--- config.mk ---
export PLATFORM = sky130hd
export DESIGN_NAME = lcd_frame_sched
export DESIGN_NICKNAME = d
export VERILOG_FILES = /design/src/rtl/lcd_frame_sched.sv
export SDC_FILE = /design/constraint.sdc
export NUM_CORES = 1
export LEC_CHECK = 0
export BUFFER_PORTS_ARGS = -buffer_cell sky130_fd_sc_hd__buf_2
export CAP_MARGIN = 10
export CORE_MARGIN = 5
export CORE_UTILIZATION = 60
export DETAILED_ROUTE_END_ITERATION = 16
export PLACE_DENSITY = 0.87
export RECOVER_POWER = 100
export SETUP_SLACK_MARGIN = 0.4
export SLEW_MARGIN = 30
export SYNTH_ARGS = -nofsm -noshare
export SYNTH_HDL_FRONTEND = slang
export SYNTH_SLANG_ARGS = --single-unit
--- constraint.sdc ---
create_clock -name clk -period 9.8 [get_ports clk]
set_input_delay 2.94 -clock clk [delete_from_list [all_inputs] [get_ports clk]]
set_output_delay 2.94 -clock clk [all_outputs]
set_load 0.01 [all_outputs]
--- src/rtl/lcd_frame_sched.sv ---
// rtl/lcd_frame_sched.sv - LCD panel power-up, init-table and frame-write byte scheduler
module lcd_frame_sched #(
  parameter int WIDTH        = 240,
  parameter int HEIGHT       = 240,
  parameter int RST_LOW_CYC  = 10,
  parameter int RST_WAIT_CYC = 20,
  parameter int DLY_UNIT     = 16,
  parameter int INIT_LEN     = 8
) (
  input  logic        clk,
  input  logic        rst_n,
  output logic        lcd_reset,
  output logic        tx_valid,
  input  logic        tx_ready,
  output logic [7:0]  tx_data,
  output logic        tx_dc,
  input  logic        frame_start,
  input  logic        pix_valid,
  input  logic [15:0] pix_data,
  output logic        pix_ready,
  output logic        init_done,
  output logic        busy
);

  localparam int NPIX  = WIDTH * HEIGHT;
  localparam int PC_W  = (NPIX > 2) ? $clog2(NPIX) : 1;
  localparam int CNT_W = 20;
  localparam logic [15:0]     W_M1      = 16'(WIDTH - 1);
  localparam logic [15:0]     H_M1      = 16'(HEIGHT - 1);
  localparam logic [PC_W-1:0] PIX_LAST  = PC_W'(NPIX - 1);
  localparam logic [7:0]      INIT_LAST = 8'(INIT_LEN - 1);

  typedef enum logic [2:0] {
    RST_LOW, RST_WAIT, INIT, IDLE, WIN, PIX_FETCH, PIX_HI, PIX_LO
  } state_t;

  state_t            state, state_n;
  logic [CNT_W-1:0]  cnt;
  logic [7:0]        idx;
  logic [PC_W-1:0]   pix_cnt;
  logic [15:0]       pix_reg;
  logic [9:0]        entry;
  logic [8:0]        win_ent;
  logic [CNT_W-1:0]  dly_len;
  logic              dly_done;
  logic              init_step;

  // Entry layout {dly, dc, byte}; a delay entry waits byte*DLY_UNIT cycles.
  function automatic logic [9:0] init_rom(input logic [7:0] i);
    case (i)
      8'd0:    return 10'h001;
      8'd1:    return 10'h20A;
      8'd2:    return 10'h011;
      8'd3:    return 10'h20A;
      8'd4:    return 10'h03A;
      8'd5:    return 10'h155;
      8'd6:    return 10'h029;
      8'd7:    return 10'h202;
      default: return 10'h000;
    endcase
  endfunction

  function automatic logic [8:0] win_byte(input logic [7:0] i);
    case (i)
      8'd0:    return 9'h02A;
      8'd3:    return {1'b1, W_M1[15:8]};
      8'd4:    return {1'b1, W_M1[7:0]};
      8'd5:    return 9'h02B;
      8'd8:    return {1'b1, H_M1[15:8]};
      8'd9:    return {1'b1, H_M1[7:0]};
      8'd10:   return 9'h02C;
      default: return 9'h100;
    endcase
  endfunction

  assign entry     = init_rom(idx);
  assign win_ent   = win_byte(idx);
  assign dly_len   = CNT_W'(entry[7:0]) * CNT_W'(DLY_UNIT);
  assign dly_done  = (cnt + CNT_W'(1)) >= dly_len;
  assign init_step = entry[9] ? dly_done : tx_ready;
  assign lcd_reset = (state != RST_LOW);
  assign busy      = (state != IDLE);

  always_ff @(posedge clk or negedge rst_n) begin
    if (!rst_n) state <= RST_LOW;
    else        state <= state_n;
  end

  always_comb begin
    state_n   = state;
    tx_valid  = 1'b0;
    tx_data   = 8'h00;
    tx_dc     = 1'b0;
    pix_ready = 1'b0;
    case (state)
      RST_LOW:  if (cnt == CNT_W'(RST_LOW_CYC - 1)) state_n = RST_WAIT;
      RST_WAIT: if (cnt == CNT_W'(RST_WAIT_CYC - 1)) state_n = INIT;
      INIT: begin
        if (!entry[9]) begin
          tx_valid = 1'b1;
          tx_dc    = entry[8];
          tx_data  = entry[7:0];
        end
        if (init_step && idx == INIT_LAST) state_n = IDLE;
      end
      IDLE: if (frame_start) state_n = WIN;
      WIN: begin
        tx_valid         = 1'b1;
        {tx_dc, tx_data} = win_ent;
        if (tx_ready && idx == 8'd10) state_n = PIX_FETCH;
      end
      PIX_FETCH: begin
        pix_ready = 1'b1;
        if (pix_valid) state_n = PIX_HI;
      end
      PIX_HI: begin
        tx_valid = 1'b1;
        tx_dc    = 1'b1;
        tx_data  = pix_reg[15:8];
        if (tx_ready) state_n = PIX_LO;
      end
      PIX_LO: begin
        tx_valid = 1'b1;
        tx_dc    = 1'b1;
        tx_data  = pix_reg[7:0];
        if (tx_ready) state_n = (pix_cnt == PIX_LAST) ? IDLE : PIX_FETCH;
      end
      default: state_n = RST_LOW;
    endcase
  end

  // idx is shared between the init table and the window byte sequence.
  always_ff @(posedge clk or negedge rst_n) begin
    if (!rst_n) begin
      cnt       <= '0;
      idx       <= '0;
      pix_cnt   <= '0;
      pix_reg   <= '0;
      init_done <= 1'b0;
    end else begin
      case (state)
        RST_LOW, RST_WAIT: cnt <= (state_n != state) ? '0 : cnt + CNT_W'(1);
        INIT: begin
          cnt <= (entry[9] && !dly_done) ? cnt + CNT_W'(1) : '0;
          if (init_step) idx <= (idx == INIT_LAST) ? 8'd0 : idx + 8'd1;
          if (init_step && idx == INIT_LAST) init_done <= 1'b1;
        end
        IDLE:      pix_cnt <= '0;
        WIN:       if (tx_ready) idx <= (idx == 8'd10) ? 8'd0 : idx + 8'd1;
        PIX_FETCH: if (pix_valid) pix_reg <= pix_data;
        PIX_LO:    if (tx_ready) pix_cnt <= pix_cnt + PC_W'(1);
        default: ;
      endcase
    end
  end

endmodule

==> metrics.md, run 1 <==
| Metric | Value |
|---|---|
| CP max-delay cell | nor4b_1 |
| Via density | 6.37 |
| Post-cts resize count | 0 |
| Worst path max stage delay | 2.20 ns |
| Clk_lat worst skew | 0.34 ns |
| Peak supply drop | 0.121 mV |
| Layout Utilization | 65.2% |
| Post-layout net count | 551 |
| Ys Warns | 0 |
| Root Buffer | clkbuf_8 |
| Most common cell on crit path | nand2_1 |
| Die H | 95.5 um |
| WL final | 10,800 um |
| Hold Crit Class | flip-flop to flip-flop |
| Clock sinks | 64 |
| Wirelength per Cell | 17.4 um |
| Maximum clock insertion buffer count | 2 |
| Initial antenna violation count | 0 |
| First-pass GRT wire length | 18,100 um |
| Layout fillers | 577 |
| Synth Register Bits | 64 |
| Placed inst area | 0.00457 mm2 |
| GPL Wtd Cong | 0.920 |
| Final setup fails | 0 |
| Pwr/cell area | 219 mW/mm2 |
| Critical Path RT | 10.05 ns |
| Power consumption | 1.03 mW |
| Startpoint class of the critical path | flip-flop |
| Met2 Use GR | 42.8% |
| Layout cells sized above 1 | 13.6% |
| CTS tree | built |
| Core area | 0.00718 mm2 |
| I/O Buffers | 34 |
| Main combinational cell family by area after synthesis | simple AND/OR/NAND/NOR gates |
| Post-synthesis mux area share | 7.36% |
| Sequential element share of the synthesized area | 36.5% |
| DP HPWL | 7770 um |
| Slew headroom | -129% |
| Post-synthesis cell type count | 72 |
| Crit. End Element | flip-flop |
| Syn_nets | 529 |
| Slew Limit Fails | 82 |
| Synth Area in Adders | 3.42% |
| CTS H-tree lvls | 3 |
| Crit path buf inv count | 0 |
| Syn Inst Count | 496 |
| Clock transition at the registers of the reported paths | 0.08 ns |
| Largest register FFs | 20 |
| Setup TNS Final | 0 ns |
| CP Class | flip-flop to flip-flop |
| DRC errors left | 0 |
| Hold-fix buffers, CTS | 0 |
| Initial DRC Count | 346 |
| CP arrival | 6.71 ns |
| Compound-gate portion of the synthesized area | 18.4% |
| Leak | 2.09 nW |
| Vias in the first global route | 3,838 |
| Congestion Overflow GR | 0 |
| Post-CTS setup buffers | 0 |
| FMAX | 155 MHz |
| Grt met1 use | 31.6% |
| Skew final | 0.0113 ns |
| Num ports | 35 |
| DRT Pass-1 Iters | 6 |
| Initial Util | 61.1% |
| CP Max Fanout | 16 |
| DIE AREA | 0.00912 mm2 |
| Synth Flop Type | dfrtp_1 |
| Delay-heaviest family, CP | simple AND/OR/NAND/NOR gates |
| Status | finished, violations left |
| Post-synthesis simple-gate area fraction | 26.5% |
| Cell Chain, Critical Path | nor4_1 -> nor2b_1 -> nand2_1 -> ha_1 -> and4_2 -> a311oi_1 -> o311ai_0 -> nand3_1 -> nand2_1 -> nor4b_1 -> nor2_1 -> o211ai_1 |
| Met3 Use GR | 3.95% |
| Post-Syn Area | 0.00438 mm2 |
| Die width | 95.5 um |
| Post-synth EDFFs | 0 |
| Global route hottest layer | met2 |
| Worst-Margin Slew | 3.43 ns |
| Total CTS buffers | 9 |
| Antenna Nets Post-Route | 0 |
| Antenna cells | 0 |
| Syn Area/Cell | 8.84 um2 |
| Xor/xnor share of the synthesized area | 3.60% |
| Fin crit period | 6.46 ns |
| Unrepaired setup endpoints after global routing | no |
| Final period utilization | 65.9% |
| Fin area | 0.00468 mm2 |
| Layout overhead on the synthesized area | 6.71% |
| Hold Vio Cnt, Final | 0 |
| Cell Rows | 31 |
| GRT Total Usage | 25.1% |
| Largest net degree at the start of global routing | 65 |
| DR vias | 3,964 |
| Max_cap viols | 2 |
| Post-synth ARST share | 100% |
| Failing checks | max-capacitance violations, max-slew violations |
## cells by family (layout without fill, tap and decap cells)
family	Yosys count	after routing
multiplexers	30	30
flip-flops	64	64
AO/OA/AOI/OAI	112	112
buffers and inverters	42	69
adder cells (fa/ha/maj)	12	12
XOR/XNOR	18	18
AND/OR/NAND/NOR	218	218
## metrics by stage
stage          worst slack [ns]  hold WS [ns]  instances
6_report                   3.34         0.490        622
5_1_grt                    3.05         0.517        622
3_5_place_dp               4.40         0.467        606
2_1_floorplan              5.04         0.474        496
3_3_place_gp               4.51         0.455        606
4_1_cts                    4.01         0.487        622
## worst reg2reg max path, stage by stage (launching register included)
cell and delay, ns:
dfrtp_1 0.42, nor4_1 0.81, nor2b_1 0.39, nand2_1 0.18, ha_1 0.35, and4_2 0.25, a311oi_1 0.48, o311ai_0 0.20
nand3_1 0.26, nand2_1 0.10, nor4b_1 2.20, nor2_1 0.40, o211ai_1 0.34
## cell type report
class                      instances  area, um2  share of cell area, %
inverter                          18       67.6                   1.44
multi-input combinational        390       2550                   54.5
clock inverter                     6       43.8                  0.936
clock buffer                      10        138                   2.94
timing repair buffer              35        154                   3.29
sequential                        64       1600                   34.2
tap                               99        124                   2.65
## where the power goes
group          internal (mW)  switching [mW]
registers              0.318          0.0712
clock network         0.0994           0.108
logic                  0.181           0.248
total                  0.598           0.427
## path summary, 6_finish.rpt
| kind | start | cells after the start | end | slack, ns |
|---|---|---|---|---|
| setup / recovery | idx[5] | 12 | cnt[17] | 3.34 |
| hold / removal | init_done | 1 | init_done | 0.49 |
| setup reg to reg | idx[5] | 12 | cnt[17] | 3.34 |
| hold reg to reg | init_done | 1 | init_done | 0.49 |
| max in group asynchronous | rst_n | 2 | pix_cnt[7] | 3.99 |
| min in group asynchronous | rst_n | 2 | pix_cnt[10] | 3.86 |
## cell usage in the layout, fill, tap and decap left out, types with 11 or more instances in the layout
| cell | synthesis | layout |
|---|---|---|
| a21oi_1 | 11 | 11 |
| buf_2 | 6 | 18 |
| clkbuf_1 | 12 | 17 |
| dfrtp_1 | 64 | 64 |
| ha_1 | 12 | 12 |
| inv_1 | 17 | 17 |
| mux2_2 | 18 | 18 |
| mux2i_1 | 12 | 12 |
| nand2_1 | 66 | 66 |
| nand3_1 | 24 | 24 |
| nand4_1 | 15 | 15 |
| nor2_1 | 41 | 40 |
| o211ai_1 | 14 | 14 |
| o21ai_0 | 36 | 36 |
## cells in the mapped netlist (all sizes together) (4+ instances only)
cell type / instances / area [um2]
buf: 12 / 71.3
dfrtp: 64 / 1600
xnor2: 8 / 70.1
xor2: 10 / 87.6
o2bb2ai: 5 / 43.8
o221ai: 6 / 52.6
and3: 10 / 62.6
ha: 12 / 150
nand4: 16 / 106
o211ai: 14 / 105
nor4: 11 / 81.3
nand3: 25 / 130
nor2: 41 / 154
nand2: 66 / 248
mux2i: 12 / 120
nand2b: 7 / 43.8
inv: 17 / 63.8
mux2: 18 / 203
o21ai: 37 / 189
clkbuf: 12 / 45.0
nor2b: 6 / 37.5
a211oi: 4 / 30.0
a21oi: 11 / 55.1
nor3: 9 / 50.1
or3: 5 / 31.3
and4: 5 / 46.3
## routing by layer
metal  share of wire [%]  up-vias
li1                    -     1884
met5                   0        -
met3                 5.8       28
met4                 2.3        0
met1                  41     1900
met2                  51      152
No activity file was read; power rests on OpenSTA's default activity.
==> run 2: changes to the inputs <==
--- a/config.mk
+++ b/config.mk
@@ -5,12 +5,13 @@
 export SDC_FILE = /design/constraint.sdc
 export NUM_CORES = 1
 export LEC_CHECK = 0
+export ABC_AREA = 1
 export BUFFER_PORTS_ARGS = -buffer_cell sky130_fd_sc_hd__buf_2
 export CAP_MARGIN = 10
 export CORE_MARGIN = 5
-export CORE_UTILIZATION = 60
+export CORE_UTILIZATION = 55
 export DETAILED_ROUTE_END_ITERATION = 16
-export PLACE_DENSITY = 0.87
+export PLACE_DENSITY = 0.84
 export RECOVER_POWER = 100
 export SETUP_SLACK_MARGIN = 0.4
 export SLEW_MARGIN = 30
==> constraint.sdc (replaced) <==
create_clock -name clk -period 5.72 [get_ports clk]
set_input_delay 1.716 -clock clk [delete_from_list [all_inputs] [get_ports clk]]
set_output_delay 1.716 -clock clk [all_outputs]
set_load 0.01 [all_outputs]
==> run 2 against run 1 <==
The run now ends clean. Non-clock buffer count increased by 2. Total power grew 66%. Combinational power grew 49%. First-iteration DRC count down 29%. Critical path depth down 2. Routed wire length shrank 5.6%. Core utilization is 3.4 points lower. Via count up 2.6%. Hold slack worse by 0.014 ns. Clock skew decreased by 0.00096 ns. Critical path type is now flip-flop to output pin. Largest cell class unchanged.
==> metrics.md, run 2 <==
| Metric | Value |
|---|---|
| Status | finished, final reports clean |
| Worst Hold Depth | 2 |
| Synth top area cells | dfrtp_1 (37%), nand2_1 (17%), inv_1 (7.5%) |
| Clock sinks | 64 |
| Hold Crit Class | flip-flop to flip-flop |
| Most frequent cells in the layout | nand2_1 (196), inv_1 (87), dfrtp_1 (64) |
| Skew final | 0.0104 ns |
| Cell Rows | 32 |
| Crit. End Element | output pin |
| Pwr/cell area | 361 mW/mm2 |
| Layout fillers | 695 |
| Final setup fails | 0 |
| DRT Pass-1 Iters | 5 |
| Layout cells sized above 1 | 11.0% |
| DRC errors left | 0 |
| Hold path start | pix_reg[9] |
| CP Class | flip-flop to output pin |
| FMAX | 241 MHz |
| Leak | 2.42 nW |
| First-pass GRT wire length | 18,000 um |
| Dpl ws | 1.99 ns |
| Post-synth ARST share | 100% |
| Initial antenna violation count | 0 |
| GRT Total Usage | 22.4% |
| Post-cts resize count | 0 |
| Synth Flop Type | dfrtp_1 |
| R2R Path End | idx[3] |
| Setup TNS Final | 0 ns |
| R2R depth | 24 |
| WL final | 10,200 um |
| Wirelength per Cell | 13.5 um |
| Sequential element share of the synthesized area | 37.4% |
| FF-to-FF setup slack | 1.81 ns |
| Die H | 98.3 um |
| Die width | 98.3 um |
| Largest register FFs | 20 |
| Reg power frac | 35.8% |
| DR vias | 4,069 |
| RR Startpoint | idx[0] |
| Largest net degree at the start of global routing | 65 |
| Area leader, netlist | dfrtp_1 |
| Initial Util | 56.1% |
| Syn Inst Count | 610 |
| I/O Buffers | 34 |
| Critical Path RT | 4.00 ns |
| Vias in the first global route | 3,995 |
| Initial DRC Count | 245 |
| Root Buffer | clkbuf_8 |
| Hold Vio Cnt, Final | 0 |
| CP arrival | 2.43 ns |
| Slew headroom | 44.7% |
| Antenna Nets Post-Route | 0 |
| Clock network fraction of design power | 26.7% |
| Hold-fix buffers, CTS | 0 |
| Via density | 5.38 |
| Syn_nets | 643 |
| Post-layout net count | 682 |
| Core area | 0.00765 mm2 |
| Fin crit period | 4.14 ns |
| Cell Chain, Critical Path | inv_1 -> ha_1 -> a22o_1 -> nand2_1 -> nand2_1 -> a31oi_1 -> nor2_1 -> a211oi_1 -> nand2_1 -> clkbuf_1 |
| Max_cap viols | 0 |
| Final period utilization | 72.5% |
| Multi-input combinational cell area | 0.00226 mm2 |
| Yosys top cell area share | 37.4% |
| GPL Wtd Cong | 0.929 |
| Worst-Margin Slew | 0.829 ns |
| Top-count cell post-synth | nand2_1 |
| Maximum clock insertion buffer count | 2 |
| Switch share | 41.7% |
| Post-CTS setup buffers | 0 |
| Slew Limit Fails | 0 |
| Fin area | 0.00472 mm2 |
| CTS H-tree lvls | 3 |
| CP Max Fanout | 6 |
| Placed inst area | 0.00455 mm2 |
| Worst setup margin | 1.58 ns |
| Ys Warns | 0 |
| Unrepaired setup endpoints after global routing | no |
| Worst path max stage delay | 0.42 ns |
| Startpoint class of the critical path | flip-flop |
| Int Pwr | 0.994 mW |
| Switch Pwr | 0.711 mW |
| Clock transition at the registers of the reported paths | 0.08 ns |
| Logic gate share of total power | 37.4% |
| Clk_lat worst skew | 0.36 ns |
| Delay-heaviest family, CP | compound AO/OA/AOI/OAI gates |
| Layout overhead on the synthesized area | 10.2% |
| Crit path buf inv count | 2 |
| Most common cell on crit path | nand2_1 |
| Num ports | 35 |
| Post-synthesis cell type count | 46 |
| CP max-delay cell | dfrtp_1 |
| Congestion Overflow GR | 0 |
| Hold EP | pix_reg[9] |
| Power consumption | 1.70 mW |
| Most common cell after layout, fill and taps aside | nand2_1 |
| Total CTS buffers | 9 |
| Peak supply drop | 0.280 mV |
| DIE AREA | 0.00966 mm2 |
| Antenna cells | 0 |
| Post-Syn Area | 0.00429 mm2 |
| DP HPWL | 7480 um |
| Sequential Area | 0.00160 mm2 |
| Synth Register Bits | 64 |
| CTS tree | built |
| Layout Utilization | 61.8% |
| Post-synth EDFFs | 0 |
| Syn Area/Cell | 7.03 um2 |
| Post-synth top cells | nand2_1 (194), inv_1 (86), dfrtp_1 (64), nor2_1 (50), nand3_1 (39) |
[run 2: cell count changes after synthesis, sizes merged, moves of 12 or more]
cell	delta
mux2i	-12
nand2	+136
nand3	+26
inv	+73
mux2	-18
nor2	+23
o211ai	-13
[run 2: cells by family (layout without fill, tap and decap cells)]
family / after synthesis / in the layout / share of synthesized area (%)
adders and majority gates: 12 / 12 / 3.50
xor gates and xnor gates: 9 / 9 / 1.84
and+or+nand+nor: 356 / 356 / 38.4
buffers and inverters: 99 / 143 / 9.22
AOI/OAI and AO/OA: 70 / 70 / 9.69
DFF: 64 / 64 / 37.4
[run 2: worst max path at each step]
stage / from / end / cells past startpoint
CTS: idx[0] / tx_data[3] / 10
global route: idx[0] / tx_data[3] / 10
global placement: idx[0] / tx_data[3] / 10
floorplan: idx[0] / tx_data[3] / 9
detailed placement: idx[0] / tx_data[3] / 10
finish: idx[0] / tx_data[3] / 10
[run 2: stage by stage]
stage,cells,hold WS [ns]
floorplan,610,0.442
global placement,740,0.454
detailed placement,740,0.460
CTS,756,0.479
global route,756,0.504
finish,756,0.476
[run 2: cell type report]
type                    instances  share of cell area [%]
well taps                     102                    2.70
flip-flops and latches         64                    33.9
inverters                      90                    7.18
multi-input cells             447                    47.8
clock inverters                 7                    2.17
clock buffers                   9                    2.62
repair buffers                 37                    3.58
[run 2: tightest hold or removal path, stage by stage (launching register included)]
cell and delay (ns):
dfrtp_1 0.35, nand2_1 0.05, nand2_1 0.04
[run 2: power groups by stage]
stage                     clock network (mW)  logic (mW)  registers, mW
after floorplan                            0       0.511          0.602
after global placement                     0       0.642          0.613
after detailed placement                   0       0.659          0.617
after CTS                              0.457       0.662          0.609
after global routing                   0.485       0.729          0.625
final                                  0.456       0.638          0.611
[run 2: metal layers]
| layer | GRT usage, % | vias to the layer above | part of all wire (%) |
|---|---|---|---|
| li1 | - | 2040 | - |
| met1 | 28.7 | 1873 | 44 |
| met2 | 37.4 | 136 | 48 |
| met3 | 4.36 | 20 | 6.3 |
| met4 | 8.72 | 0 | 2.0 |
| met5 | 0 | - | 0 |
